--- config.mk ---
export PLATFORM = sky130hd
export DESIGN_NAME = alu_sequencer
export DESIGN_NICKNAME = d
export VERILOG_FILES = /design/src/rtl/alu_sequencer.sv
export SDC_FILE = /design/constraint.sdc
export NUM_CORES = 1
export LEC_CHECK = 0
export ABC_CLOCK_PERIOD_IN_PS = 9300
export CAP_MARGIN = 10
export CORE_ASPECT_RATIO = 2
export CORE_MARGIN = 2
export CORE_UTILIZATION = 35
export DETAILED_ROUTE_END_ITERATION = 16
export PLACE_DENSITY = 0.63
export RECOVER_POWER = 100
export REMOVE_ABC_BUFFERS = 1
export SYNTH_ARGS = -nofsm -noshare
export SYNTH_HDL_FRONTEND = slang
export SYNTH_SLANG_ARGS = --single-unit
--- constraint.sdc ---
create_clock -name clk -period 9.3 [get_ports clk]
set_input_delay 1.86 -clock clk [delete_from_list [all_inputs] [get_ports clk]]
set_output_delay 1.86 -clock clk [all_outputs]
set_load 0.01 [all_outputs]
--- src/rtl/alu_sequencer.sv ---
// Multi-cycle 6502-style ALU sequencer: IDLE -> EXEC -> (ADJUST) -> DONE.
// Decimal-mode ADC/SBC correction is compiled in only when ALU_DECIMAL_EN is defined.
module alu_sequencer (
  input  logic       clk,
  input  logic       reset,
  input  logic       start,
  input  logic [3:0] op,
  input  logic [7:0] a,
  input  logic [7:0] b,
  input  logic       carry_in,
  input  logic       decimal_flag,
  output logic [7:0] result,
  output logic       carry_out,
  output logic       overflow_out,
  output logic       busy,
  output logic       done
);

  localparam logic [3:0] OP_ADC = 4'd0,  OP_SBC = 4'd1,  OP_AND = 4'd2,  OP_ORA = 4'd3;
  localparam logic [3:0] OP_EOR = 4'd4,  OP_ASL = 4'd5,  OP_LSR = 4'd6,  OP_ROL = 4'd7;
  localparam logic [3:0] OP_ROR = 4'd8,  OP_INC = 4'd9,  OP_DEC = 4'd10, OP_CMP = 4'd11;

  typedef enum logic [1:0] {IDLE, EXEC, ADJUST, DONE} state_t;

  state_t     state_reg;
  logic [3:0] op_reg;
  logic [7:0] a_reg, b_reg;
  logic       c_reg;
  logic [7:0] result_reg;
  logic       carry_reg, overflow_reg, busy_reg, done_reg;

  logic [7:0] bin_result_next;
  logic       bin_carry_next, bin_overflow_next;
  logic [7:0] b_eff;
  logic [8:0] sum9, diff9;

  assign result       = result_reg;
  assign carry_out    = carry_reg;
  assign overflow_out = overflow_reg;
  assign busy         = busy_reg;
  assign done         = done_reg;

  always_comb begin
    b_eff             = (op_reg == OP_SBC) ? ~b_reg : b_reg;
    sum9              = {1'b0, a_reg} + {1'b0, b_eff} + {8'd0, c_reg};
    diff9             = {1'b0, a_reg} - {1'b0, b_reg};
    bin_result_next   = a_reg;
    bin_carry_next    = c_reg;
    bin_overflow_next = 1'b0;
    case (op_reg)
      OP_ADC, OP_SBC: begin
        bin_result_next   = sum9[7:0];
        bin_carry_next    = sum9[8];
        bin_overflow_next = (a_reg[7] == b_eff[7]) && (sum9[7] != a_reg[7]);
      end
      OP_AND: bin_result_next = a_reg & b_reg;
      OP_ORA: bin_result_next = a_reg | b_reg;
      OP_EOR: bin_result_next = a_reg ^ b_reg;
      OP_ASL: {bin_carry_next, bin_result_next} = {a_reg, 1'b0};
      OP_LSR: {bin_result_next, bin_carry_next} = {1'b0, a_reg};
      OP_ROL: {bin_carry_next, bin_result_next} = {a_reg, c_reg};
      OP_ROR: {bin_result_next, bin_carry_next} = {c_reg, a_reg};
      OP_INC: bin_result_next = a_reg + 8'd1;
      OP_DEC: bin_result_next = a_reg - 8'd1;
      OP_CMP: begin
        bin_result_next = diff9[7:0];
        bin_carry_next  = ~diff9[8];
      end
      default: ;
    endcase
  end

`ifdef ALU_DECIMAL_EN
  logic       dec_reg;
  logic [7:0] dec_result_next;
  logic       dec_carry_next;
  logic [5:0] lo6, hi6, lo_diff;

  // SBC correction works on the binary result already registered in EXEC.
  always_comb begin
    lo6 = {2'd0, a_reg[3:0]} + {2'd0, b_reg[3:0]} + {5'd0, c_reg};
    if (lo6 > 6'd9) lo6 = lo6 + 6'd6;
    hi6 = {2'd0, a_reg[7:4]} + {2'd0, b_reg[7:4]} + {5'd0, (lo6 > 6'd15)};
    if (hi6 > 6'd9) hi6 = hi6 + 6'd6;
    lo_diff = {2'd0, a_reg[3:0]} - {2'd0, b_reg[3:0]} - {5'd0, ~c_reg};
    if (op_reg == OP_ADC) begin
      dec_result_next = {hi6[3:0], lo6[3:0]};
      dec_carry_next  = (hi6 > 6'd15);
    end else begin
      dec_result_next[3:0] = result_reg[3:0] - (lo_diff[5] ? 4'd6 : 4'd0);
      dec_result_next[7:4] = result_reg[7:4] - (carry_reg ? 4'd0 : 4'd6);
      dec_carry_next       = carry_reg;
    end
  end
`else
  logic unused_decimal;
  assign unused_decimal = decimal_flag;
`endif

  always_ff @(posedge clk) begin
    if (reset) begin
      state_reg    <= IDLE;
      op_reg       <= 4'd0;
      a_reg        <= 8'd0;
      b_reg        <= 8'd0;
      c_reg        <= 1'b0;
      result_reg   <= 8'd0;
      carry_reg    <= 1'b0;
      overflow_reg <= 1'b0;
      busy_reg     <= 1'b0;
      done_reg     <= 1'b0;
`ifdef ALU_DECIMAL_EN
      dec_reg      <= 1'b0;
`endif
    end else begin
      case (state_reg)
        IDLE: begin
          done_reg <= 1'b0;
          if (start) begin
            op_reg    <= op;
            a_reg     <= a;
            b_reg     <= b;
            c_reg     <= carry_in;
`ifdef ALU_DECIMAL_EN
            dec_reg   <= decimal_flag;
`endif
            busy_reg  <= 1'b1;
            state_reg <= EXEC;
          end
        end
        EXEC: begin
          result_reg   <= bin_result_next;
          carry_reg    <= bin_carry_next;
          overflow_reg <= bin_overflow_next;
`ifdef ALU_DECIMAL_EN
          if (dec_reg && (op_reg == OP_ADC || op_reg == OP_SBC)) begin
            state_reg <= ADJUST;
          end else begin
            state_reg <= DONE;
            done_reg  <= 1'b1;
          end
`else
          state_reg <= DONE;
          done_reg  <= 1'b1;
`endif
        end
`ifdef ALU_DECIMAL_EN
        ADJUST: begin
          result_reg <= dec_result_next;
          carry_reg  <= dec_carry_next;
          state_reg  <= DONE;
          done_reg   <= 1'b1;
        end
`endif
        DONE: begin
          done_reg  <= 1'b0;
          busy_reg  <= 1'b0;
          state_reg <= IDLE;
        end
        default: begin
          done_reg  <= 1'b0;
          busy_reg  <= 1'b0;
          state_reg <= IDLE;
        end
      endcase
    end
  end

endmodule
==> results_dict.tcl <==
set metrics [dict create \
    outcome "finished clean" \
    syn-mean-instance-area_um2 7.46 \
    core-area_um2 9260 \
    timing.final.setup_violations 0 \
    yosys.area.top_type "sky130_fd_sc_hd__dfxtp_1" \
    total_grt_usage_pct 21.0 \
    multiInputGateArea_um2 2310 \
    timing.fmax_mhz 217 \
    antenna_left 0 \
    clock-root-buffer "sky130_fd_sc_hd__clkbuf_16" \
    synth-seq-cells 35 \
    most_frequent_cell_after_synthesis "sky130_fd_sc_hd__nand2_1" \
    number_of_cell_rows 50 \
    crit_type "reg -> reg" \
    synth_enable_flop_cells 0 \
    vias 3374 \
    max_stage_delay_ps 830 \
    antenna_cells 0 \
    timing.critical_path.max_delay_family "simple AND/OR/NAND/NOR gates" \
    timing.critical_path.cells "clkbuf_1 > or3_1 > nor2_1 > xnor2_1 > fa_1 > inv_1 > fa_1 > a31oi_1 > o21ai_0 > a221oi_1 > a21oi_1 > a2111oi_0 > nor3_1" \
    grt_start_max_net_pins 36 \
    holdCritPathClass "reg -> reg" \
    grt-ovfl-total 0 \
    vdd.ir_drop.worst_uv 107 \
    first_global_vias 3373 \
    initial_utilization_pct 35.4 \
    post_cts_resize_count 0 \
    power_per_cell_area_nw_per_um2 138 \
    yosysSeqAreaShare_pct 21.4 \
    routedWlPerCell_um 18.8 \
    place.gp.congestion 0.965 \
    synth_flop_cell "sky130_fd_sc_hd__dfxtp_1" \
    areaGrowthSynthToFinish_pct 16.2 \
    ios 37 \
    post_cts_hold_buffer_count 0 \
    worstSetupStartpointType "flip-flop" \
    die_h_um 141 \
    max_cap_viol_count 0 \
    crit_slowest_cell "sky130_fd_sc_hd__nor2_1" \
    worst_slew_margin_rel_pct 1.13 \
    netlist_instances 439 \
    worst_clock_skew_ps 5.04 \
    critical_path_peak_fanout 24 \
    most_common_cell_on_crit_path "sky130_fd_sc_hd__fa_1" \
    place_ws_ps 5450 \
    post_synth_instance_area_um2 3280 \
    synthArstFlopShare_pct 0 \
    ys_top_cells_by_area "sky130_fd_sc_hd__dfxtp_1 (21%), sky130_fd_sc_hd__ha_1 (12%), sky130_fd_sc_hd__a21oi_1 (6.7%)" \
    grt_setup_unrepaired "no" \
    clk_pin_slew_worst_paths_ps 60 \
    worst_pin_slew_ps 1480 \
    drc_errors 0 \
    final-seq-area_um2 701 \
    synth.lib_cells_used.distinct 60 \
    critical_path.n_buffers_inverters 2 \
    worstPathRequired_ps 9410 \
    grt_antenna_before_repair 0 \
    postCtsSetupBuffers 0 \
    first_pass_iters 5 \
    drive_above_1_share_pct 4.37 \
    maxSlewViolCount 0 \
    yosys_warnings 0 \
    leakagePower_nw 1.46 \
    grt_pass1_wl_um 16700 \
    die_width_um 72.4 \
    h-tree-depth 2 \
    timing.hold.ws_ps 455 \
    final.setup.tns_ps 0 \
    synth.cells.most_frequent "sky130_fd_sc_hd__nand2_1 (57), sky130_fd_sc_hd__a21oi_1 (44), sky130_fd_sc_hd__dfxtp_1 (35)" \
    number_of_nets_in_the_layout 517 \
    post-route-period-util_pct 49.6 \
    clock_insertion_delay_worst_skew_ps 280 \
    count_of_endpoints_failing_hold_in_the_final_timing_report 0 \
    cp-end-kind "flip-flop" \
    fin_ws_ps 4680 \
    clock-sinks 35 \
    cts_made_buffers 5 \
    synth_top_area_share_pct 21.4 \
    die_area_um2 10200 \
    drt_wl_total_um 10500 \
    place.port_buffers 35 \
    cp_data_arrival_time_ps 4730 \
    drtIter0Drc 206 \
    fillers 978 \
    route.detailed.vias_per_inst 6.00 \
    detailed_place_hpwl_um 7910 \
    cts_tree "yes" \
    clock_path_buffers 2 \
    fin_crit_ps 4620 \
]
-- cell families (layout without fill, tap and decap cells) --
| group | after synthesis | after routing | share of synthesized area [%] |
|---|---|---|---|
| adder cells (fa/ha/maj) | 35 | 35 | 14.1 |
| AO/OA/AOI/OAI | 136 | 136 | 27.7 |
| XOR/XNOR | 23 | 23 | 6.15 |
| AND/OR/NAND/NOR | 144 | 144 | 21.3 |
| buffers and inverters | 62 | 81 | 8.17 |
| flip-flops | 35 | 35 | 21.4 |
| multiplexers | 4 | 4 | 1.22 |
-- placed cells by master, fill, tap and decap left out, types with 4 or more instances in the layout --
cell type	synthesis	final
sky130_fd_sc_hd__a211oi_1	10	10
sky130_fd_sc_hd__a21oi_1	44	44
sky130_fd_sc_hd__a221oi_1	6	6
sky130_fd_sc_hd__a22oi_1	6	6
sky130_fd_sc_hd__a31oi_1	6	6
sky130_fd_sc_hd__a32oi_1	4	4
sky130_fd_sc_hd__buf_4	0	4
sky130_fd_sc_hd__clkbuf_16	0	5
sky130_fd_sc_hd__clkdlybuf4s50_1	0	22
sky130_fd_sc_hd__dfxtp_1	35	35
sky130_fd_sc_hd__dlygate4sd3_1	0	13
sky130_fd_sc_hd__ha_1	32	32
sky130_fd_sc_hd__inv_1	29	29
sky130_fd_sc_hd__mux2i_1	4	4
sky130_fd_sc_hd__nand2_1	57	57
sky130_fd_sc_hd__nand2b_1	6	6
sky130_fd_sc_hd__nand3_1	14	14
sky130_fd_sc_hd__nand3b_1	5	5
sky130_fd_sc_hd__nor2_1	23	24
sky130_fd_sc_hd__nor2b_1	6	6
sky130_fd_sc_hd__nor3_1	10	10
sky130_fd_sc_hd__o21ai_0	16	19
sky130_fd_sc_hd__o221ai_1	6	6
sky130_fd_sc_hd__o22ai_1	8	8
sky130_fd_sc_hd__or3_1	8	8
sky130_fd_sc_hd__xnor2_1	20	20
-- layout make-up --
cell class	count	area share, %
Clock buffer	8	4.11
Inverter	32	3.16
Multi-Input combinational cell	342	60.7
Sequential cell	35	18.4
Tap cell	104	3.42
Timing Repair Buffer	41	10.2
-- worst min-delay path, delay by kind of cell, from the launching register on --
family	cells	cell delay, ps
flops	1	300
compound gates	1	50
simple gates	1	50
-- routing by layer --
| layer | vias up | wire (um) | part of all wire (%) | GRT usage, % |
|---|---|---|---|---|
| li1 | 1610 | - | - | - |
| met1 | 1601 | 4060 | 39 | 22.9 |
| met2 | 120 | 5560 | 53 | 37.0 |
| met3 | 43 | 355 | 3.4 | 2.22 |
| met4 | 0 | 569 | 5.4 | 14.1 |
| met5 | - | 0 | 0 | 0 |
-- path summary, 6_finish.rpt --
kind,slack [ps],end,from,cells after the start
max reg2reg,4680,result[1]$_SDFFE_PP0P_,op_reg[3]$_SDFFE_PP0P_,13
min,450,result[0]$_SDFFE_PP0P_,result[0]$_SDFFE_PP0P_,2
max,4680,result[1]$_SDFFE_PP0P_,op_reg[3]$_SDFFE_PP0P_,13
min reg2reg,450,result[0]$_SDFFE_PP0P_,result[0]$_SDFFE_PP0P_,2
-- through the flow --
stage	total power, mW	area, um^2	utilization [%]	instances
after floorplan	0.288	3130	-	409
after global placement	0.348	3660	39.5	554
after detailed placement	0.351	3660	39.5	554
after CTS	0.527	3820	41.2	562
after global routing	0.552	3810	41.1	562
final	0.525	3810	41.1	562
-- where the power goes --
group          total [mW]  switching [mW]  internal [mW]
sequential          0.176          0.0155          0.160
combinational       0.172           0.100         0.0723
clock               0.176          0.0625          0.114
Note: power is estimated with default switching activity, not from simulation.
